`src/rtl/imm_gen_pipe.sv`:
```
// Registered immediate generator with valid/ready flow control and a 2-entry skid buffer.
// Optional illegal-format flag output enabled by defining IMM_GEN_ILLEGAL_EN.
module imm_gen_pipe #(
  parameter int XLEN  = 32,
  parameter int TAG_W = 8
) (
  input  logic                   clk_i,
  input  logic                   rst_i,
  input  logic                   flush_i,
  input  logic                   valid_i,
  output logic                   ready_o,
  input  logic [31:0]            inst_i,
  input  logic [TAG_W-1:0]       tag_i,
  output logic                   valid_o,
  input  logic                   ready_i,
  output logic signed [XLEN-1:0] imm_o,
  output logic [2:0]             fmt_o,
  output logic [TAG_W-1:0]       tag_o
`ifdef IMM_GEN_ILLEGAL_EN
  ,
  output logic                   illegal_o
`endif
);

  localparam logic [2:0] FMT_NONE = 3'd0;
  localparam logic [2:0] FMT_I    = 3'd1;
  localparam logic [2:0] FMT_S    = 3'd2;
  localparam logic [2:0] FMT_B    = 3'd3;
  localparam logic [2:0] FMT_U    = 3'd4;
  localparam logic [2:0] FMT_J    = 3'd5;

  typedef enum logic [1:0] {
    ST_EMPTY = 2'd0,
    ST_ONE   = 2'd1,
    ST_FULL  = 2'd2
  } state_e;

  function automatic logic [2:0] decode_fmt(input logic [6:0] opcode);
    logic [2:0] f;
    case (opcode)
      7'b0010011, 7'b0000011, 7'b1100111: f = FMT_I;
      7'b0100011:                         f = FMT_S;
      7'b1100011:                         f = FMT_B;
      7'b0110111, 7'b0010111:             f = FMT_U;
      7'b1101111:                         f = FMT_J;
      default:                            f = FMT_NONE;
    endcase
    return f;
  endfunction

  // Build the 32-bit signed immediate, then widen; the signed size cast replicates inst[31].
  function automatic logic signed [XLEN-1:0] decode_imm(input logic [31:0] inst,
                                                        input logic [2:0]  fmt);
    logic signed [31:0] imm32;
    case (fmt)
      FMT_I:   imm32 = {{20{inst[31]}}, inst[31:20]};
      FMT_S:   imm32 = {{20{inst[31]}}, inst[31:25], inst[11:7]};
      FMT_B:   imm32 = {{19{inst[31]}}, inst[31], inst[7], inst[30:25], inst[11:8], 1'b0};
      FMT_U:   imm32 = {inst[31:12], 12'b0};
      FMT_J:   imm32 = {{11{inst[31]}}, inst[31], inst[19:12], inst[20], inst[30:21], 1'b0};
      default: imm32 = '0;
    endcase
    return XLEN'(imm32);
  endfunction

  function automatic logic decode_illegal(input logic [31:0] inst, input logic [2:0] fmt);
    return (fmt == FMT_NONE) || (((fmt == FMT_B) || (fmt == FMT_J)) && inst[8]);
  endfunction

  // p0: combinational decode of the incoming instruction
  logic [2:0]             fmt_p0;
  logic signed [XLEN-1:0] imm_p0;
  logic                   ill_p0;

  always_comb begin
    fmt_p0 = decode_fmt(inst_i[6:0]);
    imm_p0 = decode_imm(inst_i, fmt_p0);
    ill_p0 = decode_illegal(inst_i, fmt_p0);
  end

  // p1: OUT and SKID entries plus the occupancy FSM
  state_e state_p1, state_nxt;
  logic   vld_p1;
  logic   skid_vld_p1;
  logic   accept, drain;
  logic   load_out, load_skid, out_from_skid;

  logic signed [XLEN-1:0] imm_p1,  skid_imm_p1;
  logic [2:0]             fmt_p1,  skid_fmt_p1;
  logic [TAG_W-1:0]       tag_p1,  skid_tag_p1;
  logic                   ill_p1,  skid_ill_p1;

  assign vld_p1      = (state_p1 != ST_EMPTY);
  assign skid_vld_p1 = (state_p1 == ST_FULL);
  assign ready_o     = !skid_vld_p1;
  assign accept      = valid_i && ready_o;
  assign drain       = vld_p1 && ready_i;

  always_ff @(posedge clk_i) begin
    if (rst_i) state_p1 <= ST_EMPTY;
    else       state_p1 <= state_nxt;
  end

  always_comb begin
    state_nxt     = state_p1;
    load_out      = 1'b0;
    load_skid     = 1'b0;
    out_from_skid = 1'b0;
    case (state_p1)
      ST_EMPTY: begin
        if (accept) begin
          load_out  = 1'b1;
          state_nxt = ST_ONE;
        end
      end
      ST_ONE: begin
        if (accept && !drain) begin
          load_skid = 1'b1;
          state_nxt = ST_FULL;
        end else if (drain && !accept) begin
          state_nxt = ST_EMPTY;
        end else if (accept && drain) begin
          load_out  = 1'b1;
        end
      end
      ST_FULL: begin
        if (drain) begin
          out_from_skid = 1'b1;
          state_nxt     = ST_ONE;
        end
      end
      default: state_nxt = ST_EMPTY;
    endcase
    // A flush empties both entries; any simultaneous accept is dropped.
    if (flush_i) begin
      state_nxt     = ST_EMPTY;
      load_out      = 1'b0;
      load_skid     = 1'b0;
      out_from_skid = 1'b0;
    end
  end

  always_ff @(posedge clk_i) begin
    if (rst_i) begin
      imm_p1      <= '0;
      fmt_p1      <= FMT_NONE;
      tag_p1      <= '0;
      ill_p1      <= 1'b0;
      skid_imm_p1 <= '0;
      skid_fmt_p1 <= FMT_NONE;
      skid_tag_p1 <= '0;
      skid_ill_p1 <= 1'b0;
    end else begin
      if (load_out) begin
        imm_p1 <= imm_p0;
        fmt_p1 <= fmt_p0;
        tag_p1 <= tag_i;
        ill_p1 <= ill_p0;
      end else if (out_from_skid) begin
        imm_p1 <= skid_imm_p1;
        fmt_p1 <= skid_fmt_p1;
        tag_p1 <= skid_tag_p1;
        ill_p1 <= skid_ill_p1;
      end
      if (load_skid) begin
        skid_imm_p1 <= imm_p0;
        skid_fmt_p1 <= fmt_p0;
        skid_tag_p1 <= tag_i;
        skid_ill_p1 <= ill_p0;
      end
    end
  end

  assign valid_o = vld_p1;
  assign imm_o   = imm_p1;
  assign fmt_o   = fmt_p1;
  assign tag_o   = tag_p1;

`ifdef IMM_GEN_ILLEGAL_EN
  assign illegal_o = ill_p1;
`else
  logic unused_ill;
  assign unused_ill = ^{ill_p1, skid_ill_p1};
`endif

endmodule

```
`config.mk`:
```
export PLATFORM = sky130hd
export DESIGN_NAME = imm_gen_pipe
export DESIGN_NICKNAME = d
export VERILOG_FILES = /design/src/rtl/imm_gen_pipe.sv
export SDC_FILE = /design/constraint.sdc
export NUM_CORES = 1
export LEC_CHECK = 0
export BUFFER_PORTS_ARGS = -buffer_cell sky130_fd_sc_hd__buf_2
export CORE_MARGIN = 1
export CORE_UTILIZATION = 47
export DETAILED_ROUTE_END_ITERATION = 10
export GPL_TIMING_DRIVEN = 0
export PLACE_DENSITY = 0.74
export SKIP_LAST_GASP = 1
export SLEW_MARGIN = 20
export SYNTH_ARGS = -nofsm -noshare
export SYNTH_HDL_FRONTEND = slang
export SYNTH_SLANG_ARGS = --single-unit
```
`constraint.sdc`:
```
create_clock -name clk_i -period 3.3 [get_ports clk_i]
set_input_delay 0 -clock clk_i [delete_from_list [all_inputs] [get_ports clk_i]]
set_output_delay 0 -clock clk_i [all_outputs]
set_load 0.03 [all_outputs]
```
==> results.rst <==
.. list-table::
   :header-rows: 1

   * - Metric
     - Value
   * - Post-detailed-placement cell area
     - 4620 sq um
   * - Average cell area after synthesis
     - 9.14 sq um
   * - Via density per instance
     - roughly 5.7
   * - Clock skew after layout
     - approximately 0.0062 ns
   * - Tot Pwr
     - 2.27 mW
   * - Total of flip-flops plus latches after synthesis
     - 88
   * - Clock input transition at the sequential cells of the worst setup and hold paths
     - 0.09 ns
   * - Number of synthesis warnings
     - 0
   * - CTS tree
     - done
   * - Clock latency on the worst-skew pair
     - 0.36 ns
   * - Number of standard-cell rows in the floorplan
     - 33
   * - Number of nets in the final layout
     - 618
   * - Via count of the first global-routing pass
     - 3719
   * - Maximum single-stage delay on the critical path
     - 0.71 ns
   * - Number of nets in the synthesized netlist
     - ~490
   * - Critical path buffer and inverter count
     - 3
   * - Number of sinks handled by clock tree synthesis
     - 88
   * - Total I/O pin count
     - 90
   * - Root Driver
     - sky130_fd_sc_hd__clkbuf_8
   * - Max-cap violations
     - 0
   * - Startpoint of the tightest hold check path
     - rst_i
   * - Number of pins with negative max-slew slack in the final report
     - 0
   * - Initial antenna violation count
     - 0
   * - Data arrival time of the critical path
     - 3.21 ns
   * - Post-Synthesis Cells
     - 444
   * - Switching share of power
     - 0.247
   * - Final std cell area, no fill
     - 5170 sq um
   * - Classification of the worst-slack hold path
     - primary input to flop
   * - Final weighted congestion in routability-driven placement
     - 0.878
   * - Number of buffers between clock root and the deepest sink
     - 2
   * - Placeable core region
     - roughly 8300 sq um
   * - Top fanout value on the critical path
     - 10
   * - Combinational power share
     - 0.109
   * - Psw
     - 0.560 mW
   * - Outcome
     - finished clean
   * - Remaining global-route overflow
     - 0
   * - Endpoint type of the worst setup path
     - flop
   * - Headroom to the max-slew limit
     - 0.465
   * - Total internal power
     - 1.71 mW
   * - HPWL after detailed placement
     - 7890 um
   * - Routing usage on met3
     - 0.0459
   * - Multi-input combinational cell area
     - 2050 sq um
   * - Hold depth
     - 4
   * - Distinct cells, synth
     - 53
   * - H-tree depth
     - 3
   * - Most used routing layer in global routing
     - met2
   * - Setup slack, reg-to-reg
     - 0.33 ns
   * - Post-Place Setup Slack
     - 0.229 ns
   * - Floorplan die width
     - 94.9 um
   * - Share of layout cells above drive strength 1
     - 0.263
   * - Post-DRT Antenna Nets
     - 0
   * - Met1 capacity usage during global routing
     - 0.314
   * - Sequential cell area fraction in the yosys report
     - 0.434
   * - Async set-reset flop share out of synthesis
     - 0
   * - Fin cells
     - 680
   * - Routed via count
     - 3896
   * - Destination of the worst hold path
     - imm_o[11]$_SDFFE_PP0P_
   * - Worst IR Drop VDD
     - about 0.23 mV
   * - R2R depth
     - 11
   * - Aggregate routed wire length
     - 11300 um
   * - Dominant register cell in the synthesized netlist
     - sky130_fd_sc_hd__dfxtp_1
   * - Combined global-route utilization of all metal layers
     - 0.260
   * - Die outline area
     - about 9000 sq um
   * - Launching point of the worst reg2reg path
     - state_p1[1]$_SDFFE_PP0P_
   * - Setup tns final
     - 0 ns
   * - Required time of the worst setup path
     - approximately 3.5 ns
   * - DRC marker count from the first detailed-route iteration
     - 232
   * - Met2 track demand over resource in global routing
     - 0.456
   * - Slowest-stage cell, CP
     - sky130_fd_sc_hd__a211oi_2
   * - Final Cycle Share
     - 0.901
   * - Post-route DRC violation count
     - 0
   * - Clock Power Share
     - 0.409
   * - Synth Cell Area
     - 4060 sq um
   * - Antenna diodes
     - 0
   * - Area growth syn-to-layout
     - 27.3%
   * - EDFF count, synth
     - 0
   * - Number of CTS-inserted buffers
     - 9
   * - Cell total after placement
     - 634
   * - Tmin final
     - 2.97 ns
   * - Setup repair after global routing missed its margin
     - false
   * - Average routed wire per standard cell
     - 16.7 um
   * - Type of the worst setup path
     - flop to flop
   * - Top Family by Delay on Critical Path
     - compound AO/OA/AOI/OAI gates
   * - Number of endpoints with negative hold slack in the final report
     - 0
   * - Starting Density
     - 0.489
   * - Maximum operating frequency
     - 336 MHz
   * - Cell Pwr Density
     - 439 nW/um^2
   * - Setup violation total in the final timing report
     - 0
   * - Final setup margin
     - about 0.33 ns
   * - Die H
     - 94.9 um
   * - Count of filler cells inserted in the layout
     - 731
   * - Hold_ws
     - 0.0189 ns
   * - Cells along the critical path
     - clkbuf_1 > or2_2 > nand2_1 > inv_1 > ha_1 > nand2_1 > a211oi_2 > clkbuf_1 > o21ai_0 > a31oi_1 > nor2_1
   * - Pin count of the biggest net entering global routing
     - 16
   * - Number of I/O port buffers
     - 85
   * - Worst-Margin Slew
     - 0.801 ns
   * - Worst flop-to-flop path endpoint
     - imm_o[10]$_SDFFE_PP0P_
   * - Critical path launch point type
     - flop
   * - Part of the total power dissipated in sequential elements
     - 0.482
   * - Leakage power
     - 2.10 nW
   * - Fin util
     - 0.623
   * - Number of buffers inserted to repair setup after CTS
     - 0
   * - Number of optimization iterations in the first detailed-route pass
     - 5
   * - Sequential cell area
     - 1760 sq um
   * - Global-route wire length before repair
     - 17900 um
==> power groups by stage <==
stage,logic [mW],clock network [mW],registers [mW]
after global placement,0.213,0,1.12
after global routing,0.265,0.977,1.10
after floorplan,0.105,0,1.15
after CTS,0.244,0.929,1.09
after detailed placement,0.216,0,1.12
final,0.246,0.927,1.09
==> kinds of logic after synthesis <==
family	Yosys count	synth area share
AOI/OAI and AO/OA	150	0.262
buffers and inverters	45	0.0616
DFF	88	0.434
and+or+nand+nor	133	0.172
muxes	24	0.0592
adders and majority gates	4	0.0117
==> worst reg2reg max path, cell delays in order (launching register included) <==
cell and delay (ns):
sky130_fd_sc_hd__dfxtp_1 0.35, sky130_fd_sc_hd__clkbuf_1 0.32, sky130_fd_sc_hd__or2_2 0.19, sky130_fd_sc_hd__nand2_1 0.07, sky130_fd_sc_hd__inv_1 0.07, sky130_fd_sc_hd__ha_1 0.15
sky130_fd_sc_hd__nand2_1 0.08, sky130_fd_sc_hd__a211oi_2 0.71, sky130_fd_sc_hd__clkbuf_1 0.48, sky130_fd_sc_hd__o21ai_0 0.18, sky130_fd_sc_hd__a31oi_1 0.18, sky130_fd_sc_hd__nor2_1 0.07
==> cell usage in the layout (no fill, tap or decap), types with 4 or more instances in the layout <==
cell                             n
sky130_fd_sc_hd__clkbuf_8       13
sky130_fd_sc_hd__nor2_1         12
sky130_fd_sc_hd__o21ai_0        26
sky130_fd_sc_hd__clkbuf_1       21
sky130_fd_sc_hd__nand3_2        10
sky130_fd_sc_hd__nor3_2          4
sky130_fd_sc_hd__a21o_1          4
sky130_fd_sc_hd__a221oi_2       11
sky130_fd_sc_hd__inv_1           8
sky130_fd_sc_hd__a21oi_1        41
sky130_fd_sc_hd__dfxtp_1        88
sky130_fd_sc_hd__dlygate4sd3_1  30
sky130_fd_sc_hd__buf_6           6
sky130_fd_sc_hd__nand3_1        13
sky130_fd_sc_hd__nand2_1        72
sky130_fd_sc_hd__o22ai_1         6
sky130_fd_sc_hd__a22oi_1        12
sky130_fd_sc_hd__a31oi_1        18
sky130_fd_sc_hd__mux2i_1        24
sky130_fd_sc_hd__o2bb2ai_1       7
sky130_fd_sc_hd__a22o_1          7
sky130_fd_sc_hd__buf_2          90
==> registers in the layout (all words and copies together), names as in the netlist <==
| register | flops |
|---|---|
| fmt_o | 3 |
| imm_o | 32 |
| skid_fmt_p1 | 3 |
| skid_imm_p1 | 32 |
| skid_tag_p1 | 8 |
| state_p1 | 2 |
| tag_o | 8 |
==> synthesized netlist by cell type (all sizes together), types with 2 or more instances <==
library cell | n | area, sq um
nor2 | 12 | 45.0
a22o | 7 | 61.3
mux2i | 24 | 240
or3 | 2 | 17.5
ha | 3 | 37.5
nor3 | 7 | 55.1
nand2 | 72 | 270
a31oi | 18 | 113
a22oi | 12 | 90.1
nand3b | 2 | 27.5
a221oi | 14 | 191
a211oi | 2 | 20.0
and2 | 3 | 18.8
o2bb2ai | 7 | 61.3
dfxtp | 88 | 1760
nand2b | 3 | 18.8
inv | 9 | 33.8
nand3 | 23 | 165
o2111ai | 2 | 17.5
a21oi | 41 | 205
or2 | 3 | 21.3
clkbuf | 24 | 120
o21a | 3 | 22.5
o21ai | 26 | 130
a21o | 5 | 38.8
o22ai | 6 | 37.5
buf | 12 | 96.3
==> cell type report <==
| class | count | area share |
|---|---|---|
| Multi-Input combinational cell | 311 | 0.396 |
| Sequential cell | 88 | 0.341 |
| Timing Repair Buffer | 115 | 0.140 |
| Buffer | 36 | 0.0419 |
| Clock buffer | 10 | 0.0266 |
| Tap cell | 105 | 0.0254 |
| Clock inverter | 6 | 0.0223 |
| Inverter | 9 | 0.00654 |
==> how the worst max path moves through the flow <==
stage	startpoint	cells past startpoint	slack (ns)	end
after detailed placement	inst_i[4]	11	0.23	imm_o[25]$_SDFFE_PP0P_
after CTS	state_p1[1]$_SDFFE_PP0P_	11	0.39	imm_o[10]$_SDFFE_PP0P_
after global routing	state_p1[1]$_SDFFE_PP0P_	11	0.17	imm_o[10]$_SDFFE_PP0P_
after global placement	inst_i[4]	11	0.25	imm_o[30]$_SDFFE_PP0P_
after floorplan	state_p1[1]$_SDFFE_PP0P_	11	0.91	imm_o[30]$_SDFFE_PP0P_
final	state_p1[1]$_SDFFE_PP0P_	11	0.33	imm_o[10]$_SDFFE_PP0P_
==> layer usage <==
layer / wire length, um / up-vias / share of wire
met5: 0 / - / 0
met4: 178 / 0 / 0.016
met3: 610 / 17 / 0.054
met2: 5610 / 148 / 0.49
met1: 4930 / 1850 / 0.44
li1: - / 1881 / -
==> timing repair <==
item                      4_1_cts  5_1_grt
hold buffers                   30        0
gates resized for setup         0        0
hold endpoints to repair       67        0
Power figures use the tool's default switching activity.
